**src/rtl/led_counter_alarm_pkg.sv**
```systemverilog
// ---------------------------------------------------------------------------
// led_counter_alarm_pkg
//
// Shared definitions for the button/LED counter with alarm buzzer.
//   - Button index constants for the three-bit active-low button bus.
//   - Alarm sequencer state encoding.
// ---------------------------------------------------------------------------
package led_counter_alarm_pkg;

    // Bit positions inside btn_n_i
    localparam int BTN_UP   = 0;
    localparam int BTN_DOWN = 1;
    localparam int BTN_CLR  = 2;
    localparam int NUM_BTN  = 3;

    // Alarm sequencer states
    typedef enum logic [1:0] {
        IDLE = 2'd0,
        BEEP = 2'd1,
        GAP  = 2'd2,
        DONE = 2'd3
    } alarm_state_t;

endpackage : led_counter_alarm_pkg

```
**src/rtl/led_counter_alarm_btn_conditioner.sv**
```systemverilog
// ---------------------------------------------------------------------------
// btn_conditioner
//
// Conditions one asynchronous active-low push-button into a single-cycle
// press pulse.
//   - Two-flop synchroniser (reset to released).
//   - Debouncer: the debounced level only follows the synchronised input
//     after DEB_CYCLES consecutive differing cycles.
//   - Press pulse: one registered cycle per debounced 1->0 transition.
//
// Ports:
//   clk_i    in   system clock
//   rst_n_i  in   synchronous active-low reset
//   btn_n_i  in   raw asynchronous button, low = pressed
//   press_o  out  one-cycle pulse per debounced press
// ---------------------------------------------------------------------------
module btn_conditioner #(
    parameter int unsigned DEB_CYCLES = 2500000
) (
    input  logic clk_i,
    input  logic rst_n_i,
    input  logic btn_n_i,
    output logic press_o
);

    localparam int unsigned       DEB_W    = $clog2(DEB_CYCLES) + 1;
    localparam logic [DEB_W-1:0]  DEB_LAST = DEB_W'(DEB_CYCLES - 1);

    logic             sync_meta;
    logic             sync_stable;
    logic             deb_level;
    logic             deb_level_prev;
    logic [DEB_W-1:0] deb_cnt;
    logic [1:0]       sync_valid;
    logic             armed;
    logic             press_q;

    // Two-flop synchroniser; both flops reset to the released level
    always_ff @(posedge clk_i) begin
        if (!rst_n_i) begin
            sync_meta   <= 1'b1;
            sync_stable <= 1'b1;
        end else begin
            sync_meta   <= btn_n_i;
            sync_stable <= sync_meta;
        end
    end

    // Debouncer: count consecutive cycles where the synchronised input
    // disagrees with the debounced level; flip the level once the
    // disagreement has lasted DEB_CYCLES cycles.
    always_ff @(posedge clk_i) begin
        if (!rst_n_i) begin
            deb_level <= 1'b1;
            deb_cnt   <= '0;
        end else if (sync_stable != deb_level) begin
            if (deb_cnt == DEB_LAST) begin
                deb_level <= sync_stable;
                deb_cnt   <= '0;
            end else begin
                deb_cnt <= deb_cnt + DEB_W'(1);
            end
        end else begin
            deb_cnt <= '0;
        end
    end

    // A button that is already held when reset ends must not count as a
    // press. The synchroniser flops hold their reset value for two cycles,
    // so only after those are flushed does a high sample prove the button
    // has genuinely been seen released.
    always_ff @(posedge clk_i) begin
        if (!rst_n_i) begin
            sync_valid <= 2'b00;
            armed      <= 1'b0;
        end else begin
            sync_valid <= {sync_valid[0], 1'b1};
            armed      <= armed | (sync_valid[1] & sync_stable);
        end
    end

    // Registered pulse on the debounced falling edge
    always_ff @(posedge clk_i) begin
        if (!rst_n_i) begin
            deb_level_prev <= 1'b1;
            press_q        <= 1'b0;
        end else begin
            deb_level_prev <= deb_level;
            press_q        <= armed & deb_level_prev & ~deb_level;
        end
    end

    assign press_o = press_q;

endmodule : btn_conditioner

```
**src/rtl/led_counter_alarm.sv**
```systemverilog
// ---------------------------------------------------------------------------
// led_counter_alarm
//
// Board-level top: three debounced buttons step an LED_W-bit up/down
// counter shown on active-low LEDs. When the count equals ALARM_VAL an
// alarm sequencer gates a square-wave tone with an on/off beep pattern.
//
// Ports:
//   clk_i     in   system clock
//   rst_n_i   in   synchronous active-low reset
//   btn_n_i   in   [0] up, [1] down, [2] clear; async, low = pressed
//   led_n_o   out  active-low LEDs (= ~count)
//   buzzer_o  out  tone output, low outside a beep burst
//   alarm_o   out  high while count == ALARM_VAL
// ---------------------------------------------------------------------------
module led_counter_alarm
    import led_counter_alarm_pkg::*;
#(
    parameter int unsigned LED_W      = 4,
    parameter int unsigned DEB_CYCLES = 2500000,
    parameter int unsigned WRAP       = 1,
    parameter int unsigned ALARM_VAL  = (2 ** LED_W) - 1,
    parameter int unsigned TONE_HALF  = 125000,
    parameter int unsigned BEEP_ON    = 12500000,
    parameter int unsigned BEEP_OFF   = 12500000,
    parameter int unsigned BURSTS     = 0
) (
    input  logic               clk_i,
    input  logic               rst_n_i,
    input  logic [NUM_BTN-1:0] btn_n_i,
    output logic [LED_W-1:0]   led_n_o,
    output logic               buzzer_o,
    output logic               alarm_o
);

    localparam int unsigned PHASE_MAX = (BEEP_ON > BEEP_OFF) ? BEEP_ON : BEEP_OFF;
    localparam int unsigned PHASE_W   = $clog2(PHASE_MAX) + 1;
    localparam int unsigned TONE_W    = $clog2(TONE_HALF) + 1;
    localparam int unsigned BURST_W   = $clog2(BURSTS + 1) + 1;

    localparam logic [LED_W-1:0]   ALARM_CMP  = LED_W'(ALARM_VAL);
    localparam logic [LED_W-1:0]   CNT_MAX    = {LED_W{1'b1}};
    localparam logic [PHASE_W-1:0] BEEP_LAST  = PHASE_W'(BEEP_ON - 1);
    localparam logic [PHASE_W-1:0] GAP_LAST   = PHASE_W'(BEEP_OFF - 1);
    localparam logic [TONE_W-1:0]  TONE_LAST  = TONE_W'(TONE_HALF - 1);
    // Bursts still owed after the first one; unused when BURSTS == 0
    localparam logic [BURST_W-1:0] BURST_INIT = (BURSTS == 0) ? '0 : BURST_W'(BURSTS - 1);

    logic [NUM_BTN-1:0] press;
    logic [LED_W-1:0]   count_q;
    logic               alarm;

    alarm_state_t       state_q;
    alarm_state_t       state_d;
    logic [PHASE_W-1:0] phase_q;
    logic [BURST_W-1:0] burst_q;
    logic [TONE_W-1:0]  tone_cnt_q;
    logic               tone_q;
    logic               beep_entry;
    logic               gap_entry;

    // One conditioner per button
    for (genvar g = 0; g < NUM_BTN; g++) begin : g_btn
        btn_conditioner #(
            .DEB_CYCLES (DEB_CYCLES)
        ) u_cond (
            .clk_i   (clk_i),
            .rst_n_i (rst_n_i),
            .btn_n_i (btn_n_i[g]),
            .press_o (press[g])
        );
    end

    // Up/down counter: clear dominates, simultaneous up+down cancel,
    // and the bounds either wrap or saturate depending on WRAP.
    always_ff @(posedge clk_i) begin
        if (!rst_n_i) begin
            count_q <= '0;
        end else if (press[BTN_CLR]) begin
            count_q <= '0;
        end else if (press[BTN_UP] && !press[BTN_DOWN]) begin
            if ((WRAP != 0) || (count_q != CNT_MAX)) begin
                count_q <= count_q + LED_W'(1);
            end
        end else if (press[BTN_DOWN] && !press[BTN_UP]) begin
            if ((WRAP != 0) || (count_q != '0)) begin
                count_q <= count_q - LED_W'(1);
            end
        end
    end

    assign alarm = (count_q == ALARM_CMP);

    // Alarm sequencer state register
    always_ff @(posedge clk_i) begin
        if (!rst_n_i) begin
            state_q <= IDLE;
        end else begin
            state_q <= state_d;
        end
    end

    // Next-state logic; leaving the alarm value overrides everything
    always_comb begin
        state_d = state_q;
        if (!alarm) begin
            state_d = IDLE;
        end else begin
            unique case (state_q)
                IDLE: state_d = BEEP;
                BEEP: begin
                    if (phase_q == BEEP_LAST) begin
                        state_d = GAP;
                    end
                end
                GAP: begin
                    if (phase_q == GAP_LAST) begin
                        state_d = ((BURSTS == 0) || (burst_q != '0)) ? BEEP : DONE;
                    end
                end
                DONE:    state_d = DONE;
                default: state_d = IDLE;
            endcase
        end
    end

    assign beep_entry = (state_d == BEEP) && (state_q != BEEP);
    assign gap_entry  = (state_d == GAP)  && (state_q != GAP);

    // Phase counter times each BEEP/GAP interval; the burst counter holds
    // how many further bursts may still follow the current one.
    always_ff @(posedge clk_i) begin
        if (!rst_n_i) begin
            phase_q <= '0;
            burst_q <= '0;
        end else begin
            if (beep_entry || gap_entry) begin
                phase_q <= '0;
            end else if ((state_q == BEEP) || (state_q == GAP)) begin
                phase_q <= phase_q + PHASE_W'(1);
            end else begin
                phase_q <= '0;
            end

            if ((state_q == IDLE) && (state_d == BEEP)) begin
                burst_q <= BURST_INIT;
            end else if ((state_q == GAP) && (state_d == BEEP) && (burst_q != '0)) begin
                burst_q <= burst_q - BURST_W'(1);
            end
        end
    end

    // Tone generator restarts low on every burst entry and is held low
    // whenever the sequencer is not (or will not be) beeping.
    always_ff @(posedge clk_i) begin
        if (!rst_n_i) begin
            tone_cnt_q <= '0;
            tone_q     <= 1'b0;
        end else if (beep_entry) begin
            tone_cnt_q <= '0;
            tone_q     <= 1'b0;
        end else if ((state_q == BEEP) && (state_d == BEEP)) begin
            if (tone_cnt_q == TONE_LAST) begin
                tone_cnt_q <= '0;
                tone_q     <= ~tone_q;
            end else begin
                tone_cnt_q <= tone_cnt_q + TONE_W'(1);
            end
        end else begin
            tone_cnt_q <= '0;
            tone_q     <= 1'b0;
        end
    end

    // Outputs
    always_comb begin
        led_n_o  = ~count_q;
        buzzer_o = tone_q & (state_q == BEEP);
        alarm_o  = alarm;
    end

endmodule : led_counter_alarm

```
**config.mk**
```make
export PLATFORM = sky130hd
export DESIGN_NAME = led_counter_alarm
export DESIGN_NICKNAME = d
export VERILOG_FILES = /design/src/rtl/led_counter_alarm_pkg.sv /design/src/rtl/led_counter_alarm_btn_conditioner.sv /design/src/rtl/led_counter_alarm.sv
export SDC_FILE = /design/constraint.sdc
export NUM_CORES = 1
export LEC_CHECK = 0
export ABC_CLOCK_PERIOD_IN_PS = 5100
export CAP_MARGIN = 20
export CORE_UTILIZATION = 65
export DETAILED_ROUTE_END_ITERATION = 10
export GPL_TIMING_DRIVEN = 0
export HOLD_SLACK_MARGIN = 0.08
export MAX_ROUTING_LAYER = met4
export PLACE_DENSITY = 0.91
export RECOVER_POWER = 50
export SKIP_CTS_REPAIR_TIMING = 1
export SLEW_MARGIN = 20
export SYNTH_ARGS = -nofsm -noshare
export SYNTH_HDL_FRONTEND = slang
export SYNTH_HIERARCHICAL = 1
export SYNTH_SLANG_ARGS = --single-unit
export TNS_END_PERCENT = 1
```
**constraint.sdc**
```tcl
create_clock -name clk_i -period 5.1 [get_ports clk_i]
set_input_delay 0.51 -clock clk_i [delete_from_list [all_inputs] [get_ports clk_i]]
set_output_delay 0.51 -clock clk_i [all_outputs]
set_load 0.01 [all_outputs]
```
# After elaboration in Yosys (flattened, before gate mapping)
# Cells that the tools add are included.
# classes
eq_ne,16
n_reduce_logical,21
bitwise_logic,24
mux,9
n_addsub,7
# op_table
op,n
"adder 23 x 1 -> 23 bit, second input constant",3
"== test 23 x 22 -> 1 bit, second input constant",3
"adder 25 x 1 -> 25 bit, second input constant",1
"== test 25 x 24 -> 1 bit, second input constant",1
"adder 18 x 1 -> 18 bit, second input constant",1
"== test 18 x 17 -> 1 bit, second input constant",1
OR reduction 3 bit,5
bitwise AND 1 bit,10
inverter 1 bit,10
two-way mux 4 bit,2
one-hot mux 2 bit (4 select lines),1
"== test 2 bit, second input constant",3
two-way mux 2 bit,3
AND reduction 2 bit,3
logical AND 1 bit,5
"adder 4 x 1 -> 4 bit, second input constant",1
"== test 2 x 1 -> 1 bit, second input constant",2
"== test 4 bit, second input constant",1
inverter 4 bit,1
OR reduction 4 bit,1
"subtractor 4 x 1 -> 4 bit, second input constant",1
two-way mux 1 bit,3
!= test 1 bit,3
OR 1 bit,3
7 further kinds,9
# totals
inputBits,5
regBits,143
out_inout_bits,6

# Logic depth before layout (Yosys ltp)
# Gate-level depths: netlist (run 1).
# depth
ltp_word,8
ltp_mapped,9

# Cells and area by module
# The synthesis (run 1) kept the hierarchy.
# modules_own_cells
mod,area_each_um2,n_inst,seq_area_each_um2,cells_each
btn_conditioner,1305.0,3,620.6,146
led_counter_alarm,2582.5,1,1001.0,295

# Worst setup path before layout (run 1)
# OpenSTA, ideal clock, no wires.
# synth_path
kind,register to register
startpoint,register phase_q[0]
endpoint,register phase_q[20]
setup_slack_ns,3.139
stages_incl_launch_ff,8
arrival_time_ns,1.888
cell_sequence,dfxtp_1 ha_1 nand4_2 or3_4 o2111ai_2 nand4_2 buf_6 nor3b_2
# synth_via
elab_chain_len,8
word_cells_on_any_way,12
classes_between,add/sub (1); eq/ne (3); mux (4); reduce/logical (4)
# synth_rtl
element,line,text
start: declaration,led_counter_alarm.sv:55,logic [PHASE_W-1:0] phase_q;
start signal: assignment,led_counter_alarm.sv:140,phase_q <= phase_q + PHASE_W'(1);
== test 25 x 24 -> 1 bit,"led_counter_alarm.sv:112, led_counter_alarm.sv:117",
"two-way mux 2 bit, on equally long branches","led_counter_alarm.sv:117, led_counter_alarm.sv:112",
one-hot mux 2 bit (4 select lines),led_counter_alarm.sv:109,unique case (state_q)
two-way mux 2 bit,led_counter_alarm.sv:106,if (!alarm) begin
== test 2 x 1 -> 1 bit or == test 2 bit (tied branches),"led_counter_alarm.sv:127, led_counter_alarm.sv:128",
"logical AND 1 bit, on equally long branches","led_counter_alarm.sv:127, led_counter_alarm.sv:128",
logical OR 1 bit,led_counter_alarm.sv:137,if (beep_entry || gap_entry) begin
OR reduction 3 bit (no line),--,
# Parallel ways exist; a longest one is shown, timed or not.
# A chain may end at the register's enable or synchronous reset.

# Worst setup path after layout (run 1)
# layout_path
startpoint,register phase_q[0]
endpoint,register tone_cnt_q[12]
# layout_via
elab_chain_len,8
word_cells_on_any_way,10
classes_between,eq/ne (2); mux (4); bitwise (1); reduce/logical (3)
# layout_rtl
element,line,text
== test 25 x 24 -> 1 bit *,"led_counter_alarm.sv:112, led_counter_alarm.sv:117",
"two-way mux 2 bit, on equally long branches","led_counter_alarm.sv:117, led_counter_alarm.sv:112",
one-hot mux 2 bit (4 select lines) *,led_counter_alarm.sv:109,
two-way mux 2 bit *,led_counter_alarm.sv:106,
== test 2 x 1 -> 1 bit *,"led_counter_alarm.sv:127, led_counter_alarm.sv:162",
logical AND 1 bit,led_counter_alarm.sv:162,end else if ((state_q == BEEP) && (state_d == BEEP)) begin
inverter 1 bit (no line),--,
OR reduction 4 bit (no line) *,--,
end signal: assignment,led_counter_alarm.sv:167,tone_cnt_q <= tone_cnt_q + TONE_W'(1);
end: declaration,led_counter_alarm.sv:57,logic [TONE_W-1:0] tone_cnt_q;
# Mark *: on every way between the ends. The rest lies on a longest branch, timed or not.

==> results of run 1 <==
[layout by cell type (no fill, tap or decap), drive strengths merged, types with 8 or more instances in the layout]
cell / instances
nor4: 18
nand2b: 10
dfxtp: 143
nor3: 37
o21ai: 28
and4: 13
or4: 9
xnor2: 54
xor2: 31
nor3b: 13
and2: 8
ha: 11
clkbuf: 30
a21oi: 30
inv: 29
nand4: 40
nor2: 94
nand2: 54
nand3: 38
or3: 17
[logic make-up (layout without fill, tap and decap cells)]
group,Yosys count,count (layout),synth area share
xor gates and xnor gates,85,85,0.115
AOI/OAI and AO/OA,68,68,0.0578
muxes,1,1,0.00154
DFF,143,143,0.441
adders and majority gates,12,12,0.0243
buffers and inverters,43,84,0.0264
and+or+nand+nor,381,381,0.335
[how the worst max path moves through the flow]
stage,slack (ps),end,cells after the start
after floorplan,3140,phase_q[20]$_SDFF_PP0_,7
after global placement,2430,tone_cnt_q[8]$_SDFF_PP0_,6
after detailed placement,2280,tone_cnt_q[17]$_SDFF_PP0_,6
after CTS,2590,buzzer_o,4
after global routing,2400,tone_cnt_q[12]$_SDFF_PP0_,7
final,2520,tone_cnt_q[12]$_SDFF_PP0_,7
[worst max-delay path: stages (launching register included)]
cell     delay, ps
dfxtp_1        440
ha_1           260
nand4_1        260
or3_1          490
o21ai_0        370
nand3_2        280
buf_2          280
nor2_1         130
[sequential cells by signal (all words and copies together) (netlist names)]
name	count
g_btn.u_cond/deb_cnt	69
phase_q	25
tone_cnt_q	18
g_btn.u_cond/sync_valid	6
count_q	4
g_btn.u_cond/armed	3
g_btn.u_cond/deb_level	3
g_btn.u_cond/deb_level_prev	3
g_btn.u_cond/press_o	3
g_btn.u_cond/sync_meta	3
g_btn.u_cond/sync_stable	3
state_q	2
tone_q	1
[layout make-up]
type                            count  area [sq um]
Clock inverter                     14           215
Sequential cell                   143          2860
Inverter                           27           101
Multi-Input combinational cell    547          3430
Timing Repair Buffer               10           100
Fill cell                         637          2360
Clock buffer                       17           414
Tap cell                          133           166
Buffer                             16          70.1
[through the flow]
step / cells / hold slack (ps) / utilization / worst slack [ps] / area, sq um
after detailed placement: 876 / 397 / 0.695 / 2280 / 6760
after floorplan: 733 / 386 / - / 3140 / 6500
after global routing: 907 / 430 / 0.757 / 2400 / 7360
after global placement: 876 / 389 / 0.695 / 2430 / 6760
after CTS: 907 / 419 / 0.760 / 2590 / 7390
final: 907 / 414 / 0.757 / 2520 / 7360
[metal layers]
| metal | global-route usage | part of all wire | up-vias | wire, um |
|---|---|---|---|---|
| met5 | - | 0 | - | 0 |
| met4 | 0.127 | 0.025 | 0 | 356 |
| met3 | 0.0923 | 0.050 | 38 | 693 |
| met2 | 0.498 | 0.51 | 189 | 7180 |
| met1 | 0.310 | 0.41 | 2593 | 5750 |
| li1 | - | - | 2651 | - |
[power by group]
| part | total, mW | switching [mW] | leakage, nW | internal, mW |
|---|---|---|---|---|
| Combinational | 0.0197 | 0.0121 | 0.848 | 0.00761 |
| Clock | 1.31 | 0.470 | 0.304 | 0.842 |
| Sequential | 1.13 | 0.00349 | 1.16 | 1.12 |
==> metrics, run 1 <==
status=finished, final reports clean; initial core utilization=0.668; Setup crit end kind=flip-flop; first-pass GRT wire length=23,000 um; CTS clk-pin slew, worst paths=60 ps; post-route ant nets=0; Synth top area share=0.441; initial antenna violation count=0; first-iteration detailed-routing DRC count=292; CP Class=flip-flop to flip-flop; area grow syn2layout=13.3%; via count=5,471; share of cells above drive strength 1=0.0711; post-synth cell types=45; top cells by count, synth=143 x dfxtp_1, 94 x nor2_1, 54 x nand2_1, 54 x xnor2_1, 37 x nand3_1; DRT Pass-1 Iters=7; Synth Register Bits=about 140; HP Class=flip-flop to flip-flop; Seq/Total Area, Yosys=0.441; Post-synth EDFFs=0; maximum clock path buffer count=2; syn_area_per_cell=between 8 and 9 sq um; Synth warnings=6; Overall Power=~2.5 mW; die area=slightly above 0.01 sq mm; Synth area leader=dfxtp_1; final net count=779; HPWL Detailed=9150 um; H-tree depth=4; num rows=36; reg2reg start=phase_q[0]$_SDFF_PP0_; gpl congestion=0.880; top-count cell post-synth=dfxtp_1; worst reg2reg setup slack=between 2000 and 3000 ps; Die Height=102 um; P per Cell Area=334 mW/mm^2; gr ovfl total=0; fin crit period=2580 ps; Max Clk Rate=between 0.3 and 0.4 GHz; Syn Inst Count=roughly 730; pin count of the biggest net entering global routing=28; Port Buf Inserts=10; leakage=between 2 and 2.5 nW; Final Cycle Share=0.507; Setup Viol. Count Final=0; TritonCTS clock tree=built; Peak VDD IR=0.000219 V; critical path startpoint category=flip-flop; max-slew violations=0; DRC=0; dominant synthesized flop cell=dfxtp_1; maxcap violations=0; vias per cell=6.03; Clk Latency, worst-skew pair=between 500 and 600 ps; crit path from=phase_q[0]$_SDFF_PP0_; Post-Syn Nets=750; RSZ-0062 raised after global routing=no; Final Hold Vio Count=0; Least-Margin Pin Slew=922 ps; vias in the first global route=5,294; setup TNS=0 ps; hold path cells=1; Worst R2R End=tone_cnt_q[12]$_SDFF_PP0_; CORE AREA=0.00973 sq mm; # IOs=11; Num CTS Buffers=17; CTS sink cnt=143; Worst Hold End=g_btn[1].u_cond/sync_stable$_SDFF_PN1_; drt total wl=14,000 um; Synth area leaders=dfxtp_1 44%, xnor2_1 7.3%, nor2_1 5.4%; clock skew=9.92 ps; HP Start=g_btn[1].u_cond/sync_meta$_SDFF_PN1_; CP Data Required Time=5560 ps; Rel. slew slack=0.383; Die X=around 100 um; FFs w/ async S/R, synth=0; Global Route Usage Sum=0.292; WL per Instance=about 15 um; Netlist Area Pre-Place=0.00650 sq mm; CP arrival=3050 ps; R2R depth=7; Root Driver=clkbuf_8; CP max FO=10; antenna cell count=0
No activity file was read; power rests on OpenSTA's default activity.
==> run 2, diff against run 1 <==
--- a/config.mk
+++ b/config.mk
@@ -5,14 +5,14 @@
 export SDC_FILE = /design/constraint.sdc
 export NUM_CORES = 1
 export LEC_CHECK = 0
-export ABC_CLOCK_PERIOD_IN_PS = 5100
+export ABC_CLOCK_PERIOD_IN_PS = 2400
 export CAP_MARGIN = 20
-export CORE_UTILIZATION = 65
+export CORE_UTILIZATION = 62
 export DETAILED_ROUTE_END_ITERATION = 10
 export GPL_TIMING_DRIVEN = 0
 export HOLD_SLACK_MARGIN = 0.08
 export MAX_ROUTING_LAYER = met4
-export PLACE_DENSITY = 0.91
+export PLACE_DENSITY = 0.88
 export RECOVER_POWER = 50
 export SKIP_CTS_REPAIR_TIMING = 1
 export SLEW_MARGIN = 20
==> constraint.sdc (replaced) <==
create_clock -name clk_i -period 2.4 [get_ports clk_i]
set_input_delay 0.24 -clock clk_i [delete_from_list [all_inputs] [get_ports clk_i]]
set_output_delay 0.24 -clock clk_i [all_outputs]
set_load 0.01 [all_outputs]
==> run 2 against run 1 <==
Against the previous run:
- core utilization shrank 3.8 points
- clock skew fell by 2.1 ps
- setup slack worse by 2400 ps
- total power grew 100%
- worst hold slack worse by 150 ps
- clock power is 91% higher
==> metrics, run 2 (synthesis results as in run 1) <==
status=finished, final reports clean; P per Cell Area=672 mW/mm^2; CORE AREA=0.0102 sq mm; largest register by flop count=g_btn.u_cond/deb_cnt; commonest non-fill, non-tap cell in the layout=dfxtp_1; vias in the first global route=5,273; DRC=0; # IOs=11; Peak VDD IR=0.000674 V; final hold slack=265 ps; setup TNS=0 ps; HP Class=primary input to flip-flop; pin count of the biggest net entering global routing=28; post-route ant nets=0; Num CTS Buffers=17; Buf+Inv Stages, Crit Path=1; maxcap violations=0; Die X=around 100 um; critical path startpoint category=flip-flop; gpl congestion=0.918; Port Buf Inserts=10; top flop regs=g_btn.u_cond/deb_cnt x69, phase_q x25, tone_cnt_q x18; area grow syn2layout=13.2%; final net count=782; placed inst area=between 0.006 and 0.007 sq mm; share of cells above drive strength 1=0.0835; Setup crit end kind=flip-flop; Root Driver=clkbuf_8; CP Class=flip-flop to flip-flop; CTS clk-pin slew, worst paths=60 ps; initial antenna violation count=0; fin crit period=2290 ps; antenna cell count=0; clock skew=7.83 ps; first-pass GRT wire length=23,500 um; Setup Viol. Count Final=0; vias per cell=around 6; CTS sink cnt=143; CP max FO=10; Max Clk Rate=0.437 GHz; TritonCTS clock tree=built; max-slew violations=0; CP arrival=2740 ps; final instance area=between 0.007 and 0.008 sq mm; DRT Pass-1 Iters=5; Clk Latency, worst-skew pair=530 ps; H-tree depth=4; Final Cycle Share=0.953; Rel. slew slack=0.347; drt total wl=13,600 um; initial core utilization=0.635; first-iteration detailed-routing DRC count=277; Die Height=104 um; Least-Margin Pin Slew=between 900 and 1000 ps; Final Hold Vio Count=0; via count=5,406; die area=0.0109 sq mm; leakage=2.32 nW; num rows=37; gr ovfl total=0; Overall Power=4.94 mW; CP Data Required Time=about 2900 ps; Global Route Usage Sum=0.273; non-filler cells, final=914; Inst Count DP=879; CP top delay family=simple AND/OR/NAND/NOR gates; WL per Instance=14.9 um; HPWL Detailed=9360 um; Slowest-stage cell, CP=or3_4; CP max stage delay=440 ps; RSZ-0062 raised after global routing=yes; crit path cell chain=ha_1 -> nand4_2 -> or3_4 -> o21ai_1 -> nand3_2 -> buf_2 -> nor2_1; maximum clock path buffer count=2; most frequent cells in the layout=143 x dfxtp_1, 94 x nor2_1, 54 x nand2_1, 54 x xnor2_1, 37 x nand3_1; max FFs per register=69
## run 2: changes by cell type in the layout (fill, tap and decap cells not counted), moves of 3 or more
cell,before,now
or4_4,5,8
or4_1,4,1
inv_8,0,3
bufinv_16,5,1
buf_4,0,3
inv_6,2,5
## run 2: worst reg2reg max path, delay by kind of cell, from the launching register on
family / cells / cell delay (ps)
adder cells (fa/ha/maj): 1 / 270
flip-flops: 1 / 410
buffers and inverters: 1 / 260
AND/OR/NAND/NOR: 4 / 1030
AO/OA/AOI/OAI: 1 / 250
## run 2: final cells by class
type / instances / area [sq um]
Buffer: 16 / 70.1
Clock buffer: 17 / 414
Clock inverter: 15 / 150
Fill cell: 733 / 2880
Inverter: 27 / 101
Multi-Input combinational cell: 547 / 3460
Sequential cell: 143 / 2860
Tap cell: 136 / 170
Timing Repair Buffer: 13 / 123
## run 2: through the flow
| step | utilization | worst slack, ps |
|---|---|---|
| floorplan | - | 439 |
| global placement | 0.661 | 0.182 |
| detailed placement | 0.661 | -181 |
| CTS | 0.717 | 115 |
| global route | 0.719 | -29.1 |
| finish | 0.719 | 113 |
## run 2: report_power, final
| group | switching (mW) | total [mW] | internal [mW] |
|---|---|---|---|
| logic | 0.0253 | 0.0413 | 0.0160 |
| clock network | 1.09 | 2.50 | 1.41 |
| registers | 0.00799 | 2.40 | 2.39 |
| total | 1.13 | 4.94 | 3.81 |
## run 2: path summary, 6_finish.rpt
| kind | start | end | slack (ps) | depth (start not counted) |
|---|---|---|---|---|
| max reg2reg | phase_q[0]$_SDFF_PP0_ | tone_cnt_q[5]$_SDFF_PP0_ | 110 | 7 |
| min reg2reg | g_btn[1].u_cond/sync_meta$_SDFF_PN1_ | g_btn[1].u_cond/sync_stable$_SDFF_PN1_ | 410 | 1 |
| min | btn_n_i[1] | g_btn[1].u_cond/sync_meta$_SDFF_PN1_ | 260 | 2 |
| max | phase_q[0]$_SDFF_PP0_ | tone_cnt_q[5]$_SDFF_PP0_ | 110 | 7 |
## run 2: per-layer routing
layer,vias to the layer above,routed length (um),GRT usage
met5,-,0,-
met4,0,211,0.122
met3,19,526,0.0652
met2,139,7030,0.456
met1,2582,5860,0.311
li1,2666,-,-
